`src/rtl/sim_uart_pkg.sv`:
```
// Shared types and defaults for the simulation-side UART client.
package sim_uart_pkg;

    localparam int DEF_CLOCK_FREQ = 48_000_000;
    localparam int DEF_BAUD       = 115_200;

    typedef enum logic [2:0] {
        RxIdle,
        RxStart,
        RxData,
        RxStop,
        RxComplete,
        RxBreak
    } RxState;

endpackage

```
`src/rtl/uart_rx_fifo.sv`:
```
// Show-ahead byte FIFO; a write while full is only accepted if a pop frees a slot.
module uart_rx_fifo #(
    parameter int DEPTH = 4
) (
    input  logic       sourceClk,
    input  logic       reset,
    input  logic       wr_en,
    input  logic [7:0] wr_data,
    input  logic       rd_en,
    output logic [7:0] rd_data,
    output logic       empty,
    output logic       full
);

    localparam int AW = $clog2(DEPTH);

    logic [7:0]    mem_q [DEPTH];
    logic [AW-1:0] wptr_q, wptr_d;
    logic [AW-1:0] rptr_q, rptr_d;
    logic [AW:0]   cnt_q, cnt_d;
    logic          do_rd, do_wr;

    assign empty   = (cnt_q == '0);
    assign full    = (cnt_q == (AW+1)'(DEPTH));
    assign rd_data = mem_q[rptr_q];
    assign do_rd   = rd_en & ~empty;
    assign do_wr   = wr_en & (~full | do_rd);

    always_comb begin
        wptr_d = wptr_q;
        rptr_d = rptr_q;
        cnt_d  = cnt_q;
        if (do_wr) wptr_d = wptr_q + AW'(1);
        if (do_rd) rptr_d = rptr_q + AW'(1);
        unique case ({do_wr, do_rd})
            2'b10:   cnt_d = cnt_q + (AW+1)'(1);
            2'b01:   cnt_d = cnt_q - (AW+1)'(1);
            default: cnt_d = cnt_q;
        endcase
    end

    always_ff @(posedge sourceClk) begin
        if (reset) begin
            wptr_q <= '0;
            rptr_q <= '0;
            cnt_q  <= '0;
        end else begin
            wptr_q <= wptr_d;
            rptr_q <= rptr_d;
            cnt_q  <= cnt_d;
        end
    end

    always_ff @(posedge sourceClk) begin
        if (do_wr) mem_q[wptr_q] <= wr_data;
    end

endmodule

```
`src/rtl/uart_rx_client.sv`:
```
// 8N1 UART receiver for the sim client: deserializes the SoC tx line into a FIFO.
module uart_rx_client
    import sim_uart_pkg::*;
#(
    parameter int CLOCK_FREQ = DEF_CLOCK_FREQ,
    parameter int BAUD       = DEF_BAUD,
    parameter int FIFO_DEPTH = 4
) (
    input  logic       sourceClk,
    input  logic       reset,
    input  logic       cs,
    input  logic       rx_in,
    input  logic       rd_en,
    output logic [7:0] rx_byte,
    output logic       rx_valid,
    output logic       rx_complete,
    output logic       frame_err,
    output logic       overflow,
    output logic       busy
);

    localparam int CPB = CLOCK_FREQ / BAUD;
    localparam int CW  = $clog2(CPB);
    localparam logic [CW-1:0] HALF_M1 = CW'(CPB / 2 - 1);
    localparam logic [CW-1:0] FULL_M1 = CW'(CPB - 1);

    RxState        state_q, state_d;
    logic [1:0]    sync_q;
    logic [CW-1:0] cnt_q, cnt_d;
    logic [2:0]    idx_q, idx_d;
    logic [7:0]    shreg_q, shreg_d;
    logic          ferr_q, ferr_d;
    logic          ovf_q, ovf_d;
    logic          push;
    logic          rx_s;
    logic [7:0]    fifo_data;
    logic          fifo_empty, fifo_full;

    assign rx_s = sync_q[1];

    always_comb begin
        state_d = state_q;
        cnt_d   = cnt_q;
        idx_d   = idx_q;
        shreg_d = shreg_q;
        ferr_d  = ferr_q;
        push    = 1'b0;
        unique case (state_q)
            RxIdle: begin
                if (cs && !rx_s) begin
                    state_d = RxStart;
                    cnt_d   = '0;
                end
            end
            RxStart: begin
                if (cnt_q == HALF_M1) begin
                    cnt_d   = '0;
                    idx_d   = '0;
                    state_d = rx_s ? RxIdle : RxData;
                end else begin
                    cnt_d = cnt_q + CW'(1);
                end
            end
            RxData: begin
                if (cnt_q == FULL_M1) begin
                    cnt_d   = '0;
                    shreg_d = {rx_s, shreg_q[7:1]};
                    if (idx_q == 3'd7) state_d = RxStop;
                    else               idx_d   = idx_q + 3'd1;
                end else begin
                    cnt_d = cnt_q + CW'(1);
                end
            end
            RxStop: begin
                if (cnt_q == FULL_M1) begin
                    cnt_d = '0;
                    if (rx_s) begin
                        state_d = RxComplete;
                    end else begin
                        ferr_d  = 1'b1;
                        state_d = RxBreak;
                    end
                end else begin
                    cnt_d = cnt_q + CW'(1);
                end
            end
            RxComplete: begin
                push    = 1'b1;
                state_d = RxIdle;
            end
            RxBreak: begin
                if (rx_s) state_d = RxIdle;
            end
            default: state_d = RxIdle;
        endcase
        // Dropping cs abandons any frame in flight silently.
        if (!cs && state_q != RxIdle) begin
            state_d = RxIdle;
            push    = 1'b0;
            ferr_d  = ferr_q;
        end
    end

    // When full the FIFO is non-empty, so rd_en alone decides whether a slot frees.
    assign ovf_d = ovf_q | (push & fifo_full & ~rd_en);

    always_ff @(posedge sourceClk) begin
        if (reset) begin
            sync_q  <= 2'b11;
            state_q <= RxIdle;
            cnt_q   <= '0;
            idx_q   <= '0;
            shreg_q <= '0;
            ferr_q  <= 1'b0;
            ovf_q   <= 1'b0;
        end else begin
            sync_q  <= {sync_q[0], rx_in};
            state_q <= state_d;
            cnt_q   <= cnt_d;
            idx_q   <= idx_d;
            shreg_q <= shreg_d;
            ferr_q  <= ferr_d;
            ovf_q   <= ovf_d;
        end
    end

    uart_rx_fifo #(
        .DEPTH(FIFO_DEPTH)
    ) u_fifo (
        .sourceClk(sourceClk),
        .reset    (reset),
        .wr_en    (push),
        .wr_data  (shreg_q),
        .rd_en    (rd_en),
        .rd_data  (fifo_data),
        .empty    (fifo_empty),
        .full     (fifo_full)
    );

    assign rx_byte     = fifo_empty ? 8'h00 : fifo_data;
    assign rx_valid    = ~fifo_empty;
    assign rx_complete = push;
    assign frame_err   = ferr_q;
    assign overflow    = ovf_q;
    assign busy        = (state_q != RxIdle);

endmodule

```
`config.mk`:
```
export PLATFORM = sky130hd
export DESIGN_NAME = uart_rx_client
export DESIGN_NICKNAME = d
export VERILOG_FILES = /design/src/rtl/sim_uart_pkg.sv /design/src/rtl/uart_rx_fifo.sv /design/src/rtl/uart_rx_client.sv
export SDC_FILE = /design/constraint.sdc
export NUM_CORES = 1
export LEC_CHECK = 0
export BUFFER_PORTS_ARGS = -buffer_cell sky130_fd_sc_hd__buf_4
export CAP_MARGIN = 10
export CORE_ASPECT_RATIO = 1.25
export CORE_UTILIZATION = 60
export DETAILED_ROUTE_END_ITERATION = 10
export PLACE_DENSITY_LB_ADDON = 0.2
export SLEW_MARGIN = 20
export SYNTH_ARGS = -nofsm -noshare
export SYNTH_HDL_FRONTEND = slang
export SYNTH_HIERARCHICAL = 1
export SYNTH_SLANG_ARGS = --single-unit
export TNS_END_PERCENT = 10
```
`constraint.sdc`:
```
create_clock -name sourceClk -period 2.98 [get_ports sourceClk]
set_input_delay 0.596 -clock sourceClk [delete_from_list [all_inputs] [get_ports sourceClk]]
set_output_delay 0.596 -clock sourceClk [all_outputs]
set_load 0.01 [all_outputs]
```
==> results of run 1 <==
cells by family after synthesis:
| group | Yosys count | share of synthesized area, % |
|---|---|---|
| AO/OA/AOI/OAI | 41 | 9.23 |
| XOR/XNOR | 3 | 0.865 |
| adder cells (fa/ha/maj) | 9 | 3.96 |
| buffers and inverters | 23 | 2.93 |
| flip-flops | 68 | 55.4 |
| multiplexers | 20 | 10.1 |
| AND/OR/NAND/NOR | 96 | 17.6 |
layer usage:
metal	vias up	wire length, um	GRT usage, %
li1	988	-	-
met1	970	2310	26.3
met5	-	0	0
met2	50	2820	40.2
met4	0	97	9.57
met3	7	205	6.25
power groups by stage:
stage	Clock, mW	Sequential [mW]	Combinational [mW]
CTS	0.651	0.975	0.0434
global route	0.689	0.976	0.0481
finish	0.644	0.976	0.0435
detailed placement	0	0.997	0.0431
global placement	0	0.996	0.0431
floorplan	0	0.994	0.0321
layout make-up:
| type | instances | area [um2] |
|---|---|---|
| sequential | 68 | 1680 |
| fill | 349 | 1410 |
| multi-input combinational | 169 | 1270 |
| timing repair buffer | 19 | 143 |
| clock buffer | 9 | 124 |
| tap | 60 | 75.1 |
| inverter | 15 | 56.3 |
| clock inverter | 7 | 43.8 |
worst max-delay path, stage by stage (launching register included):
cell and delay [ps]:
dfxtp_1 520, nor2_1 150, and3_1 250, a21boi_2 210, inv_1 80, ha_1 170
inv_1 60, fa_1 370, xor2_1 150, or3_2 400, a21oi_1 150
metrics by stage:
stage / setup slack [ps] / hold WS (ps) / cells
6_report: 397 / 410 / 347
5_1_grt: 271 / 424 / 347
4_1_cts: 406 / 411 / 347
3_5_place_dp: 407 / 395 / 331
3_3_place_gp: 453 / 392 / 331
2_1_floorplan: 469 / 389 / 260
cells in the final DEF (no fill, tap or decap), types with 2 or more instances in the layout:
cell type / count
a21oi_1: 10
a31oi_1: 2
and2_2: 4
and3_1: 3
buf_4: 19
clkbuf_8: 9
clkinv_2: 3
clkinv_4: 2
dfxtp_1: 36
edfxtp_1: 32
ha_1: 8
inv_1: 15
mux2i_1: 11
mux4_2: 8
nand2_1: 15
nand2b_1: 7
nand3_1: 8
nand4b_1: 2
nor2_1: 24
nor2b_1: 10
nor3_1: 3
o211ai_1: 3
o21ai_0: 7
o21ai_1: 3
o22ai_1: 3
o311ai_1: 2
or2_2: 2
or3_1: 2
or4_1: 4
xor2_1: 3
state kept, by name, indices dropped and copies added, names as in the netlist, named ones only:
signal and flops:
sync_q 2, frame_err 1, state_q 3, idx_q 3, u_fifo/mem_q 32, u_fifo/cnt_q 3
shreg_q 8, u_fifo/rptr_q 2, overflow 1, u_fifo/wptr_q 2, cnt_q 9
final timing paths:
| kind | start | endpoint | slack, ps | cells past startpoint |
|---|---|---|---|---|
| worst min-delay path | sync_q[0] | sync_q[1] | 410 | 1 |
| worst max register to register | state_q[1] | u_fifo/cnt_q[2] | 400 | 10 |
| worst max-delay path | state_q[1] | u_fifo/cnt_q[2] | 400 | 10 |
| worst min register to register | sync_q[0] | sync_q[1] | 410 | 1 |
==> impl_metrics.csv, run 1 <==
group,metric,value,unit
status,outcome,"finished, final reports clean",
timing,fmax,387,MHz
routing,vias_per_cell,5.81,
synthesis,synth.distinct_cells,54,
timing,finalSetupTns,0,ps
grt,grt_pass1_vias,1949,
synthesis,synth_edf_count,32,
routing,drc,0,
synthesis,synthTopCellsByArea,"edfxtp_1 32%, dfxtp_1 24%, mux4_2 5.9%",
synthesis,synth_top_area_share,31.6,%
routing,dr.pass1.iters,4,
clock_tree,h-tree-depth,3,
clock_tree,cts_buffer_depth,2,
synthesis,ys_seq_area_share,55.4,%
routing,drtAntennaViolNets,0,
grt,antenna_found_initial,0,
placed_design,place_congestion,0.836,
synthesis,yosys_most_used_dff,"dfxtp_1",
die,die_w,65.6,um
finish,final_core_util,70.6,%
worst_setup_path,crit_type,"reg2reg",
timing,setup_viol,0,
grt,grt_first_pass_wirelength,9050,um
routing,wire_per_inst,15.7,um
timing,skew,7.92,ps
pwr,power_leakage,1.17,nW
synthesis,yosys_register_bits,68,
timing,fin_crit,2580,ps
placed_design,dpl_cell_area,3220,um2
clock_tree,root_buffer,"clkbuf_8",
synthesis,synth_top_cell_by_area,"edfxtp_1",
routing,drt-initial-drc-count,112,
pwr,p_clk_share,38.7,%
pwr,switching_share,22.7,%
timing,slew_violations,0,
worst_setup_path,required,3260,ps
clock_tree,ctsHoldBuffers,0,
hold_path,hold_class,"reg2reg",
clock_tree,cts_tree,"yes",
pwr,fin_total_pwr,1.66,mW
die,core_area,4800,um2
grt,overflow,0,
synthesis,syn_inst,260,
timing,grt_setup_unrepaired,"false",
die,start_util,63.3,%
clock_tree,clk_pin_slew,70,ps
synthesis,avgSynthCellArea,11.7,um2
pwr,internal_power,1.29,mW
synthesis,synth.most_common_cell,"dfxtp_1",
worst_setup_path,crit_arrival,2860,ps
pwr,p_seq_share,58.6,%
worst_setup_path,cp-end-kind,"flop",
routing,vias,2015,
placed_design,io_buffers,17,
pwr,power_density,491,nW/um2
pwr,combPwrFrac,2.6,%
routing,totalWireLength,5440,um
die,num_rows,28,
clock_tree,insertion_delay,350,ps
finish,fin_nets,296,
timing,maxSlewHeadroom,64.5,%
pwr,switchingPower,0.378,mW
die,ios,18,
grt,grt_max_degree,34,
timing,fin_crit_sh,86.7,%
finish,syn_to_final_growth,11.6,%
synthesis,ys_warn_count,6,
finish,diodes,0,
flow_run,cap_violations,0,
synthesis,syn-num-nets,274,
clock_tree,post_cts_buffers,0,
timing,worstMarginPinSlew,533,ps
clock_tree,cts_buffers,9,
pwr,ir_worst_vdd,366,uV
finish,drive_gt1_share,20.2,%
placed_design,hpwl,3690,um
synthesis,async_flop_share,0,%
die,die_area,5350,um2
finish,design_area,3390,um2
worst_setup_path,path_max_fanout,12,
synthesis,ys_top_cells_by_count,"36 x dfxtp_1, 32 x edfxtp_1, 24 x nor2_1",
die,dieHeight,81.5,um
grt,track_usage,23.0,%
synthesis,synth_area,3040,um2
timing,hold_viol_final,0,
clock_tree,cts.sinks,68,
clock_tree,cts_resized,0,
worst_setup_path,cp-start-kind,"flop",
No activity file was read; power rests on OpenSTA's default activity.
==> run 2, diff against run 1 <==
==> constraint.sdc (replaced) <==
create_clock -name sourceClk -period 2.4 [get_ports sourceClk]
set_input_delay 0.48 -clock sourceClk [delete_from_list [all_inputs] [get_ports sourceClk]]
set_output_delay 0.48 -clock sourceClk [all_outputs]
set_load 0.01 [all_outputs]
==> impl_metrics.csv, run 2 (synthesized netlist as in run 1, its figures left out) <==
group,metric,value,unit
status,outcome,"finished, final reports clean",
clock_tree,clk_pin_slew,70,ps
finish,fin_nets,302,
placed_design,io_buffers,17,
timing,maxSlewHeadroom,72.2,%
routing,met1Wirelength,2120,um
pwr,ir_worst_vdd,483,uV
clock_tree,cts_tree,"yes",
routing,vias,2038,
hold_path,holdPathEnd,"sync_q[0]",
pwr,combPwrFrac,2.8,%
routing,top_layer,"met4",
grt,grt_max_degree,34,
placed_design,post-place-ws,28.4,ps
worst_setup_path,path_max_fanout,5,
clock_tree,cts_resized,0,
clock_tree,insertion_delay,340,ps
timing,fmax,453,MHz
grt,grt_pass1_vias,2058,
placed_design,placedCellCount,337,
pwr,power_leakage,1.21,nW
worst_setup_path,crit_arrival,2480,ps
worst_setup_path,slowest_delay,420,ps
worst_setup_path,crit_path_start,"u_fifo/cnt_q[2]",
worst_setup_path,rr_worst_depth,9,
placed_design,dpl_cell_area,3270,um2
routing,met2_length,2930,um
finish,diodes,0,
worst_setup_path,rr_endpoint,"u_fifo/cnt_q[2]",
clock_tree,cts_buffers,9,
timing,fin_hold_ws,321,ps
grt,grt_first_pass_wirelength,9030,um
clock_tree,cts.sinks,68,
clock_tree,root_buffer,"clkbuf_8",
pwr,switchingPower,0.453,mW
clock_tree,ctsHoldBuffers,0,
worst_setup_path,critPathTopFamily,"simple AND/OR/NAND/NOR gates",
finish,fin_cells,353,
worst_setup_path,worstPathCellList,"nor3b_2 -> a21boi_2 -> inv_1 -> ha_1 -> inv_1 -> fa_1 -> xor2_1 -> or3_2 -> a21oi_1",
finish,top_register,"u_fifo/mem_q",
routing,drc,0,
timing,worst_slack,193,ps
pwr,switching_share,20.9,%
hold_path,min_from,"rx_in",
routing,wire_per_inst,15.2,um
timing,grt_setup_unrepaired,"false",
grt,antenna_found_initial,0,
placed_design,hpwl,3730,um
worst_setup_path,crit_top_cell,"inv_1",
die,start_util,63.3,%
worst_setup_path,required,2670,ps
pwr,internal_power,1.71,mW
routing,vias_per_cell,5.77,
die,dieHeight,81.5,um
hold_path,hold_class,"in2reg",
placed_design,place_congestion,0.871,
clock_tree,cts_buffer_depth,2,
grt,overflow,0,
die,num_rows,28,
routing,dr.pass1.iters,4,
die,die_w,65.6,um
finish,final_common_cell,"dfxtp_1",
timing,setup_viol,0,
clock_tree,post_cts_buffers,0,
finish,syn_to_final_growth,13.9,%
routing,totalWireLength,5380,um
finish,drive_gt1_share,21.8,%
pwr,power_density,625,nW/um2
grt,track_usage,23.0,%
finish,fill_cells,336,
routing,drt-initial-drc-count,103,
timing,skew,7.73,ps
worst_setup_path,reg2reg_setup_slack,190,ps
timing,finalSetupTns,0,ps
routing,routed-wl-met3,210,um
finish,reg_top3,"u_fifo/mem_q x32, cnt_q x9, shreg_q x8",
pwr,fin_total_pwr,2.16,mW
worst_setup_path,worstReg2RegStart,"u_fifo/cnt_q[2]",
finish,final_core_util,72.1,%
routing,drtAntennaViolNets,0,
finish,layout_common_cells,"36 x dfxtp_1, 32 x edfxtp_1, 25 x buf_4",
flow_run,cap_violations,0,
worst_setup_path,slowest_stage,"or3_2",
die,die_area,5350,um2
worst_setup_path,cp-start-kind,"flop",
worst_setup_path,crit_buf_inv,2,
die,ios,18,
hold_path,min_path_cells,2,
timing,fin_crit_sh,92.0,%
worst_setup_path,cp-end-kind,"flop",
worst_setup_path,crit_type,"reg2reg",
timing,worstMarginPinSlew,417,ps
clock_tree,h-tree-depth,3,
timing,fin_crit,2210,ps
finish,largest_reg_flops,32,
timing,hold_viol_final,0,
timing,slew_violations,0,
pwr,p_seq_share,55.9,%
finish,design_area,3460,um2
pwr,p_clk_share,41.3,%
die,core_area,4800,um2
==> run 2: cell type report <==
class                      instances  area [um2]  area share [%]
multi-input combinational        169        1270            36.6
tap                               60        75.1            2.17
sequential                        68        1680            48.6
clock inverter                     6        65.1            1.88
clock buffer                      10         128            3.69
timing repair buffer              25         188            5.42
inverter                          15        56.3            1.63
==> run 2: metal layers <==
layer  track usage (%)  vias to the layer above
met2              41.3                       53
met1              23.7                      970
met5                 0                        -
met4              12.6                        0
li1                  -                     1003
met3              6.94                       12
==> run 2: worst max path at each step <==
stage / to / slack, ps / depth (start not counted)
final: u_fifo/cnt_q[2] / 190 / 9
after CTS: u_fifo/cnt_q[2] / 190 / 9
after global routing: u_fifo/cnt_q[2] / 30 / 9
after detailed placement: u_fifo/cnt_q[2] / 30 / 10
after global placement: u_fifo/cnt_q[2] / 70 / 10
after floorplan: u_fifo/cnt_q[2] / 8 / 11
==> run 2: power by group through the flow <==
stage          Combinational (mW)  Clock, mW  Sequential (mW)
4_1_cts                    0.0604      0.910             1.21
3_5_place_dp               0.0598          0             1.24
3_3_place_gp               0.0596          0             1.24
2_1_floorplan              0.0399          0             1.23
5_1_grt                    0.0680      0.960             1.21
6_report                   0.0606      0.893             1.21
==> run 2: worst register-to-register path, stage by stage, from the launching register on <==
cell and delay [ps]:
dfxtp_1 390, nor3b_2 270, a21boi_2 90, inv_1 60
ha_1 170, inv_1 60, fa_1 380, xor2_1 170
or3_2 420, a21oi_1 150
